## src/rtl/image_loader_if.sv

```systemverilog
// Pixel byte stream (valid/ready) and framebuffer RAM write port.
// The loader takes the slave view; the source/RAM side takes the master view.
interface image_loader_if #(
    parameter int ADDR_W = 16
) ();
    logic              in_valid;
    logic [7:0]        in_data;
    logic              in_ready;
    logic              wr_en;
    logic [ADDR_W-1:0] wr_addr;
    logic [31:0]       wr_data;

    modport master (
        output in_valid, in_data,
        input  in_ready, wr_en, wr_addr, wr_data
    );

    modport slave (
        input  in_valid, in_data,
        output in_ready, wr_en, wr_addr, wr_data
    );
endinterface

```

## src/rtl/image_loader.sv

```systemverilog
// Streams 8-bit gray pixels into the framebuffer RAM in raster order,
// one pixel per word, and flags completion or an inter-byte stall timeout.
module image_loader #(
    parameter int IMG_W   = 256,
    parameter int IMG_H   = 256,
    parameter int ADDR_W  = 16,
    parameter int TIMEOUT = 50000000
) (
    input  logic              clk,
    input  logic              reset,
    input  logic              start,
    image_loader_if.slave     bus,
    output logic              busy,
    output logic              done,
    output logic              err,
    output logic [ADDR_W:0]   pixel_count
);
    localparam int X_W = (IMG_W > 1) ? $clog2(IMG_W) : 1;
    localparam int Y_W = (IMG_H > 1) ? $clog2(IMG_H) : 1;
    localparam logic [31:0] EXPIRE_AT = (TIMEOUT > 1) ? 32'(TIMEOUT - 1) : 32'd0;

    typedef enum logic [2:0] {IDLE, LOAD, FLUSH, DONE, ERROR} state_t;

    state_t         state;
    logic [X_W-1:0] x;
    logic [Y_W-1:0] y;
    logic [31:0]    idle_cnt;
    logic           accept;
    logic           last_pixel;
    logic           expire;

    assign bus.in_ready = (state == LOAD);
    assign accept       = bus.in_valid && bus.in_ready;
    assign last_pixel   = (x == X_W'(IMG_W - 1)) && (y == Y_W'(IMG_H - 1));
    // The counter is compared on its next value, so the error state is
    // entered after TIMEOUT-1 silent cycles and becomes visible one later.
    assign expire       = (TIMEOUT != 0) && !accept && ((idle_cnt + 32'd1) >= EXPIRE_AT);

    always_ff @(posedge clk) begin
        if (reset) begin
            state       <= IDLE;
            x           <= '0;
            y           <= '0;
            idle_cnt    <= '0;
            pixel_count <= '0;
            bus.wr_en   <= 1'b0;
            bus.wr_addr <= '0;
            bus.wr_data <= '0;
            busy        <= 1'b0;
            done        <= 1'b0;
            err         <= 1'b0;
        end else begin
            bus.wr_en <= accept;
            if (accept) begin
                bus.wr_addr <= ADDR_W'(y) * ADDR_W'(IMG_W) + ADDR_W'(x);
                bus.wr_data <= {24'b0, bus.in_data};
            end
            if (bus.wr_en) begin
                pixel_count <= pixel_count + (ADDR_W + 1)'(1);
            end

            case (state)
                IDLE, DONE, ERROR: begin
                    if (start) begin
                        state       <= LOAD;
                        x           <= '0;
                        y           <= '0;
                        idle_cnt    <= '0;
                        pixel_count <= '0;
                        busy        <= 1'b1;
                        done        <= 1'b0;
                        err         <= 1'b0;
                    end
                end
                LOAD: begin
                    if (accept) begin
                        idle_cnt <= '0;
                        if (x == X_W'(IMG_W - 1)) begin
                            x <= '0;
                            y <= y + Y_W'(1);
                        end else begin
                            x <= x + X_W'(1);
                        end
                        if (last_pixel) begin
                            state <= FLUSH;
                        end
                    end else if (expire) begin
                        state <= ERROR;
                        busy  <= 1'b0;
                        err   <= 1'b1;
                    end else begin
                        idle_cnt <= idle_cnt + 32'd1;
                    end
                end
                FLUSH: begin
                    state <= DONE;
                    busy  <= 1'b0;
                    done  <= 1'b1;
                end
                default: begin
                    state <= IDLE;
                    busy  <= 1'b0;
                    done  <= 1'b0;
                    err   <= 1'b0;
                end
            endcase
        end
    end
endmodule

```

## src/flat_wrapper.sv

```systemverilog
// flat-port wrapper written by rule: the top's interface ports become plain ports
module image_loader_flat 
#(
    parameter int IMG_W   = 256,
    parameter int IMG_H   = 256,
    parameter int ADDR_W  = 16,
    parameter int TIMEOUT = 50000000
)
  (clk, reset, start, busy, done, err, pixel_count, bus_in_valid, bus_in_data, bus_in_ready, bus_wr_en, bus_wr_addr, bus_wr_data);
  image_loader_if #(.ADDR_W(ADDR_W)) bus_i ();
  input  logic clk;
  input  logic reset;
  input  logic start;
  output logic busy;
  output logic done;
  output logic err;
  output logic [ADDR_W:0] pixel_count;
  input wire logic [$bits(bus_i.in_valid)-1:0] bus_in_valid;
  input wire logic [$bits(bus_i.in_data)-1:0] bus_in_data;
  output wire logic [$bits(bus_i.in_ready)-1:0] bus_in_ready;
  output wire logic [$bits(bus_i.wr_en)-1:0] bus_wr_en;
  output wire logic [$bits(bus_i.wr_addr)-1:0] bus_wr_addr;
  output wire logic [$bits(bus_i.wr_data)-1:0] bus_wr_data;
  assign bus_i.in_valid = bus_in_valid;
  assign bus_i.in_data = bus_in_data;
  assign bus_in_ready = bus_i.in_ready;
  assign bus_wr_en = bus_i.wr_en;
  assign bus_wr_addr = bus_i.wr_addr;
  assign bus_wr_data = bus_i.wr_data;
  image_loader #(.IMG_W(IMG_W), .IMG_H(IMG_H), .ADDR_W(ADDR_W), .TIMEOUT(TIMEOUT)) u_core (.clk(clk), .reset(reset), .start(start), .bus(bus_i), .busy(busy), .done(done), .err(err), .pixel_count(pixel_count));
endmodule
```

## config.mk

```make
export PLATFORM = sky130hd
export DESIGN_NAME = image_loader_flat
export DESIGN_NICKNAME = d
export VERILOG_FILES = /design/src/rtl/image_loader_if.sv /design/src/rtl/image_loader.sv /design/src/flat_wrapper.sv
export SDC_FILE = /design/constraint.sdc
export NUM_CORES = 1
export LEC_CHECK = 0
export ABC_AREA = 1
export BUFFER_PORTS_ARGS = -buffer_cell sky130_fd_sc_hd__buf_2
export CORE_ASPECT_RATIO = 1.75
export CORE_MARGIN = 2
export CORE_UTILIZATION = 40
export CTS_BUF_LIST = sky130_fd_sc_hd__clkbuf_4 sky130_fd_sc_hd__clkbuf_8 sky130_fd_sc_hd__clkbuf_16
export CTS_CLUSTER_SIZE = 25
export DETAILED_ROUTE_END_ITERATION = 7
export SLEW_MARGIN = 30
export SYNTH_ARGS = -nofsm -noshare
export SYNTH_HDL_FRONTEND = slang
export SYNTH_SLANG_ARGS = --single-unit
```

## constraint.sdc

```tcl
create_clock -name clk -period 7.2 [get_ports clk]
set_input_delay 0.72 -clock clk [delete_from_list [all_inputs] [get_ports clk]]
set_output_delay 0.72 -clock clk [all_outputs]
set_load 0.01 [all_outputs]
```

==> results.json <==
{
  "hpwl_mm": 9.94,
  "wl_per_cell_um": 13.9,
  "p_per_area_nw_per_um2": 253,
  "r2r_slack_ns": 4.08,
  "rsz0062_at_grt": "false",
  "globalplace.congestion": 0.949,
  "holdCritStartpoint": "u_core.pixel_count[16]",
  "clk_latency_ns": 0.35,
  "tns_ns": 0,
  "holdPathEnd": "u_core.pixel_count[16]",
  "die_y_um": 156,
  "synth_cell_types": 38,
  "coreArea_um2": 12900,
  "ir_worst_vdd_mv": 0.169,
  "synth_edf_count": 0,
  "fmax_mhz": 321,
  "regArea_um2": 1920,
  "cts_hold_buf": 0,
  "placed_area_um2": 5530,
  "hold_ws_ns": 0.470,
  "ys_seq_area_share_pct": 36.6,
  "crit_path_end_kind": "register",
  "reg2reg_to": "u_core.idle_cnt[0]",
  "drc": 0,
  "vias": 4907,
  "area_growth_pct": 11.1,
  "netlist.area_leader.share_pct": 36.6,
  "cts_tree": "built",
  "cts.sinks": 96,
  "io-pin-count": 82,
  "finalHoldViolCount": 0,
  "synthArstFlopShare_pct": 0,
  "fin_crit_sh_pct": 43.3,
  "synthTopCellsByArea": "dfxtp_1 (37%), nand2_1 (9.4%), nor2_1 (7.6%)",
  "critPathMaxFanout": 28,
  "synthCells": 753,
  "yosys.area.top_type": "dfxtp_1",
  "drive_gt1_share_pct": 14.6,
  "htree_levels": 3,
  "grt_max_degree": 42,
  "place_ws_ns": 4.10,
  "root_buffer": "clkbuf_16",
  "design.die.area_um2": 14100,
  "ys.flop_type": "dfxtp_1",
  "critPathKind": "reg -> reg",
  "numCtsBuffers": 9,
  "postRouteAntennaNets": 0,
  "cap_violations": 0,
  "worstPathArrival_ns": 3.35,
  "reg2reg_depth": 13,
  "synth_most_common_cell": "nand2_1",
  "synth_area_um2": 5260,
  "tightest_slew_ns": 0.878,
  "layout_setup_ws_ns": 4.08,
  "port_buffers": 57,
  "slew-limit-headroom_pct": 41.2,
  "yosys_warnings": 0,
  "status": "finished clean",
  "track_usage_pct": 19.9,
  "fin_crit_ns": 3.12,
  "first_iter_violations": 252,
  "fin_util_pct": 45.4,
  "antenna_found_initial": 0,
  "ys_ff_latch": 96,
  "initial_core_util_pct": 40.8,
  "grt_pass1_wl_mm": 22.7,
  "min_path_type": "reg -> reg",
  "grt-ovfl-total": 0,
  "cp-start-kind": "register",
  "die_width_um": 90.6,
  "final_net_count": 814,
  "cts_resized": 0,
  "fillerInstances": 1349,
  "avgSynthCellArea_um2": 6.98,
  "p_total_mw": 1.48,
  "skew_ns": 0.00766,
  "drt_pass1_iterations": 4,
  "path_clk_slew_ns": 0.07,
  "slew_viol_final": 0,
  "drt-total-wl_mm": 13.5,
  "diodes": 0,
  "fin_cells": 973,
  "worst_ep_required_time_ns": 7.43,
  "fin_area_um2": 5840,
  "core.rowCount": 55,
  "hold_depth": 2,
  "rr_startpoint": "u_core.idle_cnt[1]",
  "post_cts_buffers": 0,
  "place_inst": 956,
  "setup-violations-final": 0,
  "grt_pass1_vias": 4804,
  "multi_input_area_um2": 2740,
  "leakage_nw": 2.39,
  "synth_common_cells": "nand2_1 (131), nor2_1 (107), dfxtp_1 (96), inv_1 (89), a21oi_1 (53)",
  "viasPerCell": 5.04,
  "cts_buffer_depth": 2
}
[layout by cell type (no fill, tap or decap), types with 2 or more instances in the layout]
master	count
clkinvlp_4	3
nor3_1	19
inv_1	89
inv_6	2
nand4_1	40
ha_1	5
a21oi_2	10
xor2_1	14
nor4_1	3
dfxtp_1	96
nor3b_1	3
clkbuf_16	9
a21oi_1	53
conb_1	24
buf_2	57
nand2_1	131
buf_4	3
nor2_1	105
nand2_2	3
nor2_2	6
o21ai_0	38
nand3_2	11
a211oi_1	3
xnor2_1	7
nor2_4	3
nand3_1	50
[report_power, final]
part | internal [mW] | leakage (nW) | switching (mW)
combinational | 0.109 | 1.48 | 0.283
clock | 0.243 | 0.131 | 0.221
sequential | 0.584 | 0.777 | 0.0374
total | 0.937 | 2.39 | 0.541
[final cells by class]
cell class	instances	share of cell area, %
multi-input combinational	539	47.0
clock inverter	6	0.879
clock buffer	10	3.99
sequential	96	32.9
tap	171	3.67
timing repair buffer	61	5.74
inverter	90	5.79
[state kept, by name, indices dropped and copies added (netlist names)]
name	count
u_core.idle_cnt	32
u_core.pixel_count	17
u_core.bus.wr_addr	16
u_core.bus.wr_data	8
u_core.x	8
u_core.y	8
u_core.state	3
u_core.bus.wr_en	1
u_core.busy	1
u_core.done	1
u_core.err	1
[kinds of logic (layout without fill, tap and decap cells)]
logic type               after synthesis  after routing  synth area share, %
XOR/XNOR                              21             21                 3.50
other                                  1             24               0.0714
AND/OR/NAND/NOR                      380            380                 34.3
adder cells (fa/ha/maj)                5              5                 1.19
buffers and inverters                141            167                 13.0
AO/OA/AOI/OAI                        109            109                 11.5
flip-flops                            96             96                 36.6
[critical path, cell delays in order (launching register included)]
cell and delay, ns:
dfxtp_1 0.41, ha_1 0.34, nand3_1 0.18, nor2_2 0.24, nand3_1 0.12, nor2_1 0.11, nand2_1 0.07, xor2_1 0.14
nor2_1 0.10, nand2_1 0.13, nor2_8 0.39, nand3_4 0.40, nand2_2 0.27, a21oi_1 0.09
[how the worst max path moves through the flow]
stage / depth (start not counted) / start / to
6_report: 13 / u_core.idle_cnt[1] / u_core.idle_cnt[0]
5_1_grt: 14 / u_core.idle_cnt[1] / u_core.idle_cnt[0]
4_1_cts: 13 / u_core.idle_cnt[1] / u_core.idle_cnt[30]
3_5_place_dp: 13 / u_core.idle_cnt[1] / u_core.idle_cnt[30]
3_3_place_gp: 14 / u_core.idle_cnt[1] / u_core.idle_cnt[28]
2_1_floorplan: 16 / u_core.idle_cnt[1] / u_core.idle_cnt[19]
[routing by layer]
layer,global-route usage (%),part of all wire [%],vias to the layer above
li1,-,-,2494
met1,20.9,39,2228
met2,36.7,53,150
met3,3.38,4.1,35
met4,11.9,3.7,0
met5,0,0,-
Note: power is estimated with default switching activity, not from simulation.
